$ cat config.mk
export PLATFORM = sky130hd
export DESIGN_NAME = aes_key_sched_ctrl
export DESIGN_NICKNAME = d
export VERILOG_FILES = /design/src/rtl/aes_pkg.sv /design/src/rtl/aes_key_sched_ctrl.sv
export SDC_FILE = /design/constraint.sdc
export NUM_CORES = 1
export LEC_CHECK = 0
export BUFFER_PORTS_ARGS = -buffer_cell sky130_fd_sc_hd__buf_2
export CAP_MARGIN = 20
export CORE_UTILIZATION = 45
export DETAILED_ROUTE_END_ITERATION = 6
export GPL_ROUTABILITY_DRIVEN = 0
export HOLD_SLACK_MARGIN = 0.02
export PLACE_DENSITY_LB_ADDON = 0.12
export SLEW_MARGIN = 40
export SYNTH_ARGS = -nofsm -noshare
export SYNTH_HDL_FRONTEND = slang
export SYNTH_SLANG_ARGS = --single-unit
$ cat constraint.sdc
create_clock -name clk -period 3.4 [get_ports clk]
set_input_delay 0.68 -clock clk [delete_from_list [all_inputs] [get_ports clk]]
set_output_delay 0.68 -clock clk [all_outputs]
set_load 0.01 [all_outputs]
$ cat src/rtl/aes_pkg.sv
`default_nettype none
// ============================================================================
// Package     : aes_pkg
// Description : Shared types and constants for the AES-128 core sequencer.
//               ctrl_state_t - controller state encoding (2 bits)
//               NR_AES128    - round count of AES-128
// Revision    : 1.0 - initial release
// ============================================================================
package aes_pkg;

    typedef enum logic [1:0] {
        IDLE   = 2'd0,
        EXPAND = 2'd1,
        ROUND  = 2'd2,
        DONE   = 2'd3
    } ctrl_state_t;

    localparam int NR_AES128 = 10;

endpackage : aes_pkg
`default_nettype wire

$ cat src/rtl/aes_key_sched_ctrl.sv
`default_nettype none
// ============================================================================
// Module      : aes_key_sched_ctrl
// Description : Job sequencer for the AES-128 core. Accepts one encrypt or
//               decrypt job at a time, drives the key expander control pins
//               and issues load/round strobes plus a round index to the
//               cipher datapath. The result is returned via valid/ready.
// Ports       : clk, reset            - clock, synchronous active-high reset
//               in_valid/in_ready     - job offer handshake
//               in_decrypt            - job mode, sampled on acceptance
//               out_valid/out_ready   - result handshake
//               exp_reset/done1/done2 - key expander load / inverse / freeze
//               dp_load/round/last    - datapath strobes
//               dp_decrypt            - latched job mode
//               round                 - current round index 0..NR
// Revision    : 1.0 - initial release
// ============================================================================
module aes_key_sched_ctrl
    import aes_pkg::*;
#(
    parameter int NR = NR_AES128,
    parameter int CW = $clog2(NR + 1)
) (
    input  logic          clk,
    input  logic          reset,
    input  logic          in_valid,
    input  logic          in_decrypt,
    output logic          in_ready,
    output logic          out_valid,
    input  logic          out_ready,
    output logic          exp_reset,
    output logic          exp_done1,
    output logic          exp_done2,
    output logic          dp_load,
    output logic          dp_round,
    output logic          dp_last,
    output logic          dp_decrypt,
    output logic [CW-1:0] round
);

    localparam logic [CW-1:0] c_nr          = CW'(NR);
    localparam logic [CW-1:0] c_expand_last = CW'(NR - 1);
    localparam logic [CW-1:0] c_one         = CW'(1);

    ctrl_state_t   r_state;
    ctrl_state_t   w_next;
    logic [CW-1:0] r_cnt;
    logic          r_decrypt;
    logic          w_accept;

    assign in_ready   = (r_state == IDLE);
    assign w_accept   = in_valid & in_ready;
    // The expander captures the key on this pulse, so it must coincide with
    // the cycle the top level presents the key (the accept cycle).
    assign exp_reset  = reset | w_accept;
    assign dp_decrypt = r_decrypt;

    // ------------------------------------------------------------------
    // State register
    // ------------------------------------------------------------------
    always_ff @(posedge clk) begin
        if (reset) begin
            r_state <= IDLE;
        end else begin
            r_state <= w_next;
        end
    end

    // Shared step counter: cleared on every state change, saturates at NR.
    always_ff @(posedge clk) begin
        if (reset) begin
            r_cnt     <= '0;
            r_decrypt <= 1'b0;
        end else begin
            if (w_accept) begin
                r_decrypt <= in_decrypt;
            end
            if (w_next != r_state) begin
                r_cnt <= '0;
            end else if (((r_state == EXPAND) || (r_state == ROUND)) &&
                         (r_cnt != c_nr)) begin
                r_cnt <= r_cnt + c_one;
            end
        end
    end

    // ------------------------------------------------------------------
    // Next-state logic
    // ------------------------------------------------------------------
    always_comb begin
        w_next = r_state;
        case (r_state)
            IDLE: begin
                if (w_accept) begin
                    w_next = in_decrypt ? EXPAND : ROUND;
                end
            end
            EXPAND: begin
                // NR forward steps leave round key NR in the expander.
                if (r_cnt == c_expand_last) begin
                    w_next = ROUND;
                end
            end
            ROUND: begin
                if (r_cnt == c_nr) begin
                    w_next = DONE;
                end
            end
            DONE: begin
                if (out_ready) begin
                    w_next = IDLE;
                end
            end
            default: w_next = IDLE;
        endcase
    end

    // ------------------------------------------------------------------
    // Output decode (registered state and counter only)
    // ------------------------------------------------------------------
    always_comb begin
        out_valid = 1'b0;
        exp_done1 = 1'b0;
        exp_done2 = 1'b0;
        dp_load   = 1'b0;
        dp_round  = 1'b0;
        dp_last   = 1'b0;
        round     = '0;
        case (r_state)
            IDLE: begin
                exp_done2 = 1'b1;
            end
            EXPAND: begin
                exp_done2 = 1'b0;
            end
            ROUND: begin
                // Inverse selection starts on the first round cycle so the
                // expander pivots from forward to inverse walk right here.
                exp_done1 = r_decrypt;
                round     = r_cnt;
                dp_load   = (r_cnt == '0);
                dp_round  = (r_cnt != '0);
                dp_last   = (r_cnt == c_nr);
            end
            DONE: begin
                out_valid = 1'b1;
                exp_done1 = r_decrypt;
                exp_done2 = 1'b1;
            end
            default: begin
                exp_done2 = 1'b1;
            end
        endcase
    end

endmodule : aes_key_sched_ctrl
`default_nettype wire

; ---- Yosys cells after proc, flatten, opt, wreduce, memory -nomap -nowiden
; Cells that the tools add are included.
[totals]
out_inout_bits = 13
reg_bits = 7
inputBits = 5
wordCells = 34
[op_classes]
muxes = 13
n_bitwise = 2
n_reduce_logical = 8
eq_ne = 7
addsub = 1
[op_table]
columns = op, count
row1 = $mux 2, 5
row2 = $eq 4x4->1 const B, 2
row3 = $pmux 2 s4, 1
row4 = $mux 1, 6
row5 = $reduce_or 2->1, 3
row6 = $add 4x1->4 const B, 1
row7 = $eq 2x2->1 const B, 2
row8 = $logic_not 4->1, 1
row9 = $mux 4, 1
row10 = $ne 4x4->1 const B, 1
row11 = $reduce_bool 4->1, 1
row12 = $eq 2x1->1 const B, 1
row13 = $logic_not 2->1, 1
row14 = $ne 2x2->1, 1
row15 = $and 1x1->1, 1
row16 = $logic_and 1x1->1, 1
row17 = $logic_or 1x1->1, 1
row18 = $or 1x1->1, 1

; ---- Depth between registers and ports, before layout
; Gate-level depths: netlist of the first run.
[logic_depth]
word_depth = 6
depth_mapped = 7

; ---- Worst setup path before layout of the first run
; Ideal clock, no wire load.
[synth_timing]
path_kind = register to output
start = register r_state[0]
end = output port dp_last
path_stages_with_launch = 5
t_arrival_ns = 1.101
path_slack_ns = 1.619
required_time_ns = 2.720
n_path_buf = 1
cell_sequence = dfxtp_1 -> inv_1 -> ha_1 -> buf_4 -> and4b_4
[synth_between]
elab_chain_len = 2
[synth_lines]
columns = item, line_no
row1 = start: declaration, aes_key_sched_ctrl.sv:45  ; ctrl_state_t r_state;
row2 = start signal: assignment, aes_key_sched_ctrl.sv:65  ; r_state <= w_next;
row3 = $eq 2x2->1, aes_key_sched_ctrl.sv:129  ; case (r_state)
row4 = $mux 1, aes_key_sched_ctrl.sv:129
row5 = end: declaration, aes_key_sched_ctrl.sv:36  ; output logic dp_last,
; No other way between the ends.

; ---- Final worst setup path of the first run
; Same ends and word-level chain as after synthesis.

==> flow_summary_export.csv, run 1 <==
group,metric,value,unit
worst_hold_path,worst_hold_path_type,"reg2reg",
drt,drc,0,
pwr,cellPowerDensity,712,nW/um^2
drt,dr.first_iter.drc_count,9,
logic_synthesis,synth-seq-cells,7,
clock_network,clock_sinks,7,
pwr,leakagePower,0.349,nW
floorplanning,die_w,40.5,microns
flow_run,cap_violations,0,
logic_synthesis,synth_edf_count,0,
logic_synthesis,syn_avg_cell_area,8.55,sq um
logic_synthesis,yosysTopAreaCell,"dfxtp_1",
pwr,p_comb_share,62.3,%
run_status,status,"complete, no violations",
pwr,switchingPower,0.268,mW
logic_synthesis,syn_inst,78,
worst_setup_path,worstSetupStartpointType,"flop",
logic_synthesis,synthArstFlopShare,0,%
clock_network,clockBufferDepth,2,
timing,fin_crit,2.30,ns
logic_synthesis,yosys_warnings,0,
clock_network,cts_setup_buffers,0,
drt,wirelength,1.46,mm
worst_setup_path,worstPathArrival,1.62,ns
clock_network,ctsResizeCount,0,
drt,num_vias,614,
drt,avgViaCountPerCell,5.48,
drt,dr.pass1.iters,4,
floorplanning,io_pins,18,
timing,slew_violations,0,
clock_network,root_buffer,"clkbuf_4",
worst_setup_path,endpoint_kind,"output port",
floorplanning,start_util,50.0,%
timing,max_freq,0.435,GHz
clock_network,cts_tree,"built",
logic_synthesis,syn-num-nets,92,
timing,rsz0062_at_grt,"false",
clock_network,htree_levels,1,
grt,antenna_found_initial,0,
floorplanning,rows,13,
logic_synthesis,synthFlopType,"dfxtp_1",
timing,min_period_over_period,67.6,%
cells_and_area,stdcell_count,112,
floorplanning,die_h,40.5,microns
clock_network,ctsHoldBuffers,0,
floorplanning,core,1330,sq um
cells_and_area,area_growth,16.1,%
cells_and_area,diodes,0,
logic_synthesis,seq_area_frac_synth,21.0,%
worst_setup_path,cp_data_required_time,2.72,ns
timing,fin_setup_tns,0,ns
pwr,clkPwrFrac,14.8,%
pwr,switching_share,48.6,%
clock_network,clk_latency,0.27,ns
timing,maxSlewHeadroom,72.6,%
cells_and_area,final_nets,112,
timing,hold_violations,0,
timing,finalClockSkew,0.0130,ns
pwr,p_int,0.283,mW
pwr,seqPwrFrac,22.9,%
place,portBuffers,17,
drt,antenna_left,0,
logic_synthesis,synth_area_leaders,"dfxtp_1 21%, ha_1 17%, a211oi_1 4.5%, inv_1 4.5%, nand2_1 3.4%",
grt,grt_max_degree,12,
grt,grt_pass1_wl,2.09,mm
cells_and_area,drive_above_1_share,26.8,%
worst_setup_path,crit_type,"reg2out",
floorplanning,dieArea,1640,sq um
grt,grt_usage,20.2,%
grt,grt_pass1_vias,469,
place,dp_cells,108,
logic_synthesis,ys_types,35,
clock_network,cts_made_buffers,3,
grt,gr-total-overflow,0,
drt,wire_per_inst,13.0,microns
place,dpl.hpwl,1.08,mm
worst_setup_path,path_max_fanout,11,
logic_synthesis,netlist_area,667,sq um
timing,setup_violations,0,
pwr,max-vdd-ir-drop,386,uV
timing,tightest_slew,0.406,ns
clock_network,clk_pin_slew,0.06,ns
logic_synthesis,netlist.area_leader.share,21.0,%
==> state kept, by name (all words and copies together) (netlist names) <==
name and count:
dp_decrypt 1, r_cnt 4, r_state 2
==> stage by stage <==
stage          util, %  hold WS (ns)  total power [mW]  setup WS, ns  area [sq um]
2_1_floorplan        -         0.527             0.411          1.62           667
3_3_place_gp      56.1         0.512             0.465          1.46           748
3_5_place_dp      56.1         0.512             0.466          1.41           748
4_1_cts           58.1         0.528             0.548          1.12           774
5_1_grt           58.1         0.567             0.596          1.03           774
6_report          58.1         0.537             0.551          1.10           774
==> per-layer routing <==
layer | GRT usage, % | part of all wire [%] | vias to the layer above
li1 | - | - | 317
met1 | 27.5 | 50 | 269
met2 | 27.8 | 42 | 24
met3 | 5.00 | 5.5 | 4
met4 | 12.5 | 2.3 | 0
met5 | 0 | 0 | -
==> path summary, 6_finish.rpt <==
check	start	endpoint	slack, ns	depth (start not counted)
max	r_state[0]	dp_last	1.10	4
min	dp_decrypt	dp_decrypt	0.54	2
max reg2reg	r_state[0]	r_cnt[2]	1.50	5
min reg2reg	dp_decrypt	dp_decrypt	0.54	2
==> cell families after synthesis <==
kind of cell | count (synthesis) | synth area share (%)
AO/OA/AOI/OAI | 21 | 24.8
flip-flops | 7 | 21.0
adder cells (fa/ha/maj) | 9 | 16.9
buffers and inverters | 10 | 7.88
AND/OR/NAND/NOR | 27 | 24.0
multiplexers | 1 | 1.50
XOR/XNOR | 3 | 3.94
==> worst max-delay path, stage by stage (launching register included) <==
cell	delay (ns)
dfxtp_1	0.49
inv_1	0.14
ha_1	0.33
and4b_4	0.26
buf_2	0.14
==> power by group through the flow <==
stage	logic, mW	registers [mW]	clock network, mW
finish	0.344	0.126	0.0816
global route	0.380	0.128	0.0876
CTS	0.341	0.125	0.0815
detailed placement	0.339	0.126	0
global placement	0.341	0.125	0
floorplan	0.290	0.121	0
==> synth_stat cells, types with 2 or more instances <==
cell / instances
ha_1: 9
xor2_1: 2
inv_1: 8
nand2_1: 6
and2_1: 3
nand4_1: 2
o21a_1: 2
nor2_1: 6
nand3b_1: 2
o21ai_0: 2
a21oi_1: 3
a211oi_1: 4
dfxtp_1: 7
==> final cells by class <==
| class | count | area [sq um] |
|---|---|---|
| Multi-Input combinational cell | 61 | 474 |
| Inverter | 8 | 30.0 |
| Fill cell | 133 | 559 |
| Sequential cell | 7 | 140 |
| Timing Repair Buffer | 17 | 85.1 |
| Tap cell | 15 | 18.8 |
| Clock buffer | 4 | 26.3 |
==> placed cells by master (no fill, tap or decap), drive strengths merged, types with 2 or more instances in the layout <==
cell | netlist | final
buf | 2 | 17
ha | 9 | 9
inv | 8 | 8
dfxtp | 7 | 7
nor2 | 7 | 7
nand2 | 6 | 6
a211oi | 4 | 4
and2 | 4 | 4
clkbuf | 0 | 4
a21oi | 3 | 3
o21ai | 3 | 3
o21a | 2 | 2
xor2 | 2 | 2
nand4 | 2 | 2
nand3b | 2 | 2
a32oi | 2 | 2
Note: power is estimated with default switching activity, not from simulation.
==> run 2, diff against run 1 <==
clock period = 2.1 ns   (was 3.4 ns; I/O delays follow)
==> run 2 against run 1 <==
  * Worst hold slack got worse by 0.12 ns
  * Largest cell class unchanged
  * Clock-buffer cell count fell by 1
  * Die area did not move
  * Sequential power rose by 66%
  * Non-clock buffer count did not move
  * Via count rose by 3.3%
  * Largest power group unchanged
  * Critical path depth did not move
==> flow_summary_export.csv, run 2 (synthesis gave the netlist of run 1 again) <==
group,metric,value,unit
timing,finalClockSkew,0.000981,ns
clock_network,htree_levels,1,
worst_setup_path,r2r-start,"r_state[1]",
worst_setup_path,cp_data_required_time,1.68,ns
timing,slew_violations,0,
timing,setup_violations,0,
cells_and_area,area_growth,16.5,%
clock_network,cts_made_buffers,3,
clock_network,cts_tree,"built",
worst_setup_path,crit_type,"reg2out",
cells_and_area,fin_util,58.3,%
pwr,cellPowerDensity,1140,nW/um^2
cells_and_area,drive_above_1_share,28.9,%
grt,grt_pass1_vias,526,
place,portBuffers,17,
run_status,status,"complete, no violations",
cells_and_area,largest_reg_flops,4,
worst_setup_path,rr_worst_depth,5,
worst_setup_path,endpoint_kind,"output port",
grt,grt_pass1_wl,2.35,mm
drt,wirelength,1.42,mm
drt,antenna_left,0,
drt,num_vias,634,
floorplanning,dieArea,1640,sq um
drt,drc,0,
pwr,max-vdd-ir-drop,680,uV
floorplanning,io_pins,18,
timing,min_period_over_period,93.2,%
cells_and_area,final_nets,112,
drt,wire_per_inst,12.7,microns
floorplanning,die_h,40.5,microns
worst_hold_path,hold_path_depth,2,
timing,tightest_slew,0.417,ns
timing,hold_violations,0,
worst_setup_path,path_max_fanout,11,
cells_and_area,layout_commonest_cell,"buf_2",
clock_network,clock_sinks,7,
worst_setup_path,rr_endpoint,"r_cnt[0]",
worst_hold_path,hold-path-endpoint,"dp_decrypt",
timing,fin_ws,0.142,ns
timing,fin_setup_tns,0,ns
clock_network,root_buffer,"clkbuf_4",
worst_hold_path,min_from,"reset",
cells_and_area,design_area,777,sq um
place,dp_worst_setup_slack,0.279,ns
timing,maxSlewHeadroom,71.9,%
worst_setup_path,worstSetupStartpointType,"flop",
cells_and_area,final_cell_mix,"17 x buf_2, 9 x ha_1, 8 x inv_1",
place,dpl.hpwl,1.12,mm
clock_network,clk_pin_slew,0.06,ns
drt,avgViaCountPerCell,5.66,
drt,dr.pass1.iters,4,
floorplanning,core,1330,sq um
clock_network,clk_latency,0.25,ns
floorplanning,rows,13,
floorplanning,start_util,50.0,%
cells_and_area,fill_cells,129,
grt,antenna_found_initial,0,
clock_network,clockBufferDepth,2,
clock_network,cts_setup_buffers,0,
pwr,leakagePower,0.352,nW
grt,grt_usage,22.1,%
worst_hold_path,worst_hold_path_type,"in2reg",
grt,grt_max_degree,12,
drt,dr.first_iter.drc_count,7,
worst_setup_path,reg2reg_slack,0.35,ns
pwr,power,0.887,mW
floorplanning,die_w,40.5,microns
timing,rsz0062_at_grt,"false",
timing,max_freq,0.511,GHz
flow_run,cap_violations,0,
place,placed_area,748,sq um
worst_setup_path,worstPathArrival,1.54,ns
cells_and_area,diodes,0,
timing,fin_crit,1.96,ns
cells_and_area,top_register,"r_cnt",
grt,gr-total-overflow,0,
## run 2: cell types whose count changed in the layout (fill, tap and decap cells not counted), sizes merged
cell    delta
clkbuf     -1
clkinv     +1
## run 2: per-layer routing
layer	GRT usage [%]	up-vias	share of wire, %
li1	-	326	-
met2	32.1	11	44
met4	10.0	0	0.78
met1	29.7	295	52
met3	6.67	2	3.7
met5	0	-	0
## run 2: worst max path at each step
stage               depth (start not counted)  slack, ns  endpoint        from
CTS                                         4       0.07   dp_last  r_state[0]
global placement                            5       0.33  r_cnt[1]  r_state[0]
finish                                      4       0.14   dp_last  r_state[0]
global route                                4       0.03   dp_last  r_state[0]
detailed placement                          5       0.28  r_cnt[3]  r_state[0]
floorplan                                   6       0.48  r_cnt[0]  r_state[0]
## run 2: repair_timing
item	in CTS	in global routing
endpoints found under the setup margin	0	4
hold buffers	0	0
gates resized for setup	0	1
## run 2: worst max-delay path: stages, from the launching register on
cell,delay (ns)
dfxtp_2,0.37
inv_1,0.11
ha_1,0.35
and4b_4,0.32
buf_2,0.14
## run 2: stage by stage
step,instances,hold WS [ns]
detailed placement,108,0.524
finish,112,0.415
global placement,108,0.529
CTS,112,0.408
floorplan,78,0.492
global route,112,0.426
## run 2: final cells by class
type                            count  area [sq um]  share of cell area [%]
Clock buffer                        3          22.5                    2.90
Clock inverter                      1          5.00                   0.644
Inverter                            8          30.0                    3.86
Multi-Input combinational cell     61           474                    61.0
Sequential cell                     7           141                    18.2
Tap cell                           15          18.8                    2.42
Timing Repair Buffer               17          85.1                    11.0
## run 2: report_power, final
part           internal (mW)  switching, mW
clock network         0.0698         0.0544
logic                  0.226          0.328
registers              0.163         0.0460
==> run 3, diff against run 2 <==
GPL_TIMING_DRIVEN = 0   (was default)
==> run 3 against run 2 <==
  * Clock skew rose by 0.0027 ns
  * Combinational power up 8.3%
  * Die area did not move
  * Sequential power about the same
  * Largest power group unchanged
  * Critical path type unchanged
  * Clock-buffer cell count rose by 1
  * Final cell count rose by 1.8%
==> flow_summary_export.csv, run 3 (synthesis gave the netlist of run 1 again) <==
group,metric,value,unit
run_status,status,"complete, no violations",
drt,dr.first_iter.drc_count,13,
floorplanning,io_pins,18,
worst_hold_path,worst_hold_path_type,"in2reg",
pwr,cellPowerDensity,1160,nW/um^2
clock_network,ctsResizeCount,0,
cells_and_area,stdcell_count,114,
place,portBuffers,17,
timing,finalClockSkew,0.00368,ns
clock_network,clk_pin_slew,0.05,ns
clock_network,cts_setup_buffers,0,
cells_and_area,drive_above_1_share,29.3,%
cells_and_area,diodes,0,
clock_network,htree_levels,1,
cells_and_area,final_nets,114,
drt,wire_per_inst,12.3,microns
worst_setup_path,cp_data_required_time,1.68,ns
drt,antenna_left,0,
grt,grt_pass1_wl,2.13,mm
pwr,clkPwrFrac,12.9,%
flow_run,cap_violations,0,
pwr,p_int,0.497,mW
grt,grt_usage,19.6,%
timing,fin_setup_tns,0,ns
worst_setup_path,reg2reg_slack,0.32,ns
worst_setup_path,worstPathArrival,1.50,ns
place,dp_cells,110,
pwr,switchingPower,0.431,mW
floorplanning,die_h,40.5,microns
timing,max_freq,0.521,GHz
pwr,max-vdd-ir-drop,664,uV
floorplanning,die_w,40.5,microns
floorplanning,core,1330,sq um
grt,gr-total-overflow,0,
timing,min_period_over_period,91.4,%
clock_network,clockBufferDepth,2,
timing,tightest_slew,0.467,ns
clock_network,clock_sinks,7,
grt,grt_max_degree,11,
drt,wirelength,1.40,mm
worst_setup_path,worstSetupStartpointType,"flop",
cells_and_area,area_growth,19.7,%
timing,whs,0.407,ns
cells_and_area,largest_reg_flops,4,
worst_setup_path,r2r-start,"r_state[0]",
timing,fin_ws,0.180,ns
drt,avgViaCountPerCell,5.52,
drt,drc,0,
clock_network,cts_made_buffers,3,
floorplanning,rows,13,
clock_network,cts_tree,"built",
drt,dr.pass1.iters,4,
timing,fin_crit,1.92,ns
pwr,leakagePower,0.362,nW
cells_and_area,top_register,"r_cnt",
pwr,seqPwrFrac,22.5,%
timing,setup_violations,0,
cells_and_area,layout_commonest_cell,"buf_2",
floorplanning,dieArea,1640,sq um
grt,grt_pass1_vias,513,
worst_setup_path,rr_worst_depth,6,
worst_setup_path,rr_endpoint,"r_cnt[3]",
place,dp_worst_setup_slack,0.227,ns
drt,num_vias,629,
worst_setup_path,setup.worst_path.start,"r_state[0]",
timing,slew_violations,0,
cells_and_area,fill_cells,138,
pwr,switching_share,46.5,%
worst_setup_path,crit_type,"reg2out",
worst_setup_path,path_max_fanout,10,
worst_setup_path,cp-endpoint,"dp_last",
place,dpl.hpwl,1.10,mm
clock_network,clk_latency,0.25,ns
timing,hold_violations,0,
floorplanning,start_util,50.0,%
timing,rsz0062_at_grt,"false",
grt,antenna_found_initial,0,
worst_setup_path,endpoint_kind,"output port",
timing,maxSlewHeadroom,68.5,%
clock_network,ctsHoldBuffers,0,
pwr,p_comb_share,64.6,%
clock_network,root_buffer,"clkbuf_4",
cells_and_area,final_cell_mix,"17 x buf_2, 9 x ha_1, 8 x inv_1",
cells_and_area,fin_util,59.8,%
==> run 3: cell types whose count changed in the layout (fill, tap and decap cells not counted), sizes merged <==
cell    before  now
buf         17   19
clkbuf       3    4
clkinv       1    0
==> run 3: worst min path at each step <==
| stage | cells past startpoint | end | from |
|---|---|---|---|
| floorplan | 1 | r_state[1] | reset |
| CTS | 2 | dp_decrypt | reset |
| detailed placement | 2 | dp_decrypt | dp_decrypt |
| finish | 2 | dp_decrypt | reset |
| global route | 2 | dp_decrypt | reset |
| global placement | 2 | dp_decrypt | dp_decrypt |
==> run 3: area by class of cell <==
| type | count | area, sq um | share of cell area (%) |
|---|---|---|---|
| multi-input combinational | 61 | 474 | 59.4 |
| buffer | 2 | 22.5 | 2.82 |
| inverter | 8 | 30.0 | 3.76 |
| clock buffer | 4 | 26.3 | 3.29 |
| sequential | 7 | 141 | 17.7 |
| timing repair buffer | 17 | 85.1 | 10.7 |
| tap | 15 | 18.8 | 2.35 |
==> run 3: routing by layer <==
metal	GRT usage, %	part of all wire [%]
met5	0	0
met4	5.00	0
met3	3.33	2.6
met2	32.5	44
met1	25.7	53
==> run 3: stage by stage <==
| step | instance area, sq um | total power, mW |
|---|---|---|
| 5_1_grt | 798 | 1.01 |
| 3_3_place_gp | 771 | 0.803 |
| 4_1_cts | 797 | 0.932 |
| 6_report | 798 | 0.928 |
| 2_1_floorplan | 667 | 0.666 |
| 3_5_place_dp | 771 | 0.808 |
==> run 3: power by group through the flow <==
stage          Combinational (mW)  Sequential (mW)  Clock, mW
2_1_floorplan               0.469            0.197          0
3_3_place_gp                0.596            0.207          0
3_5_place_dp                0.599            0.209          0
4_1_cts                     0.601            0.205      0.126
5_1_grt                     0.664            0.214      0.133
6_report                    0.600            0.209      0.119
==> run 3: critical path, stage by stage, from the launching register on <==
cell and delay, ns:
dfxtp_2 0.42, inv_1 0.11, ha_1 0.22, buf_4 0.17, and4b_4 0.21, buf_2 0.14
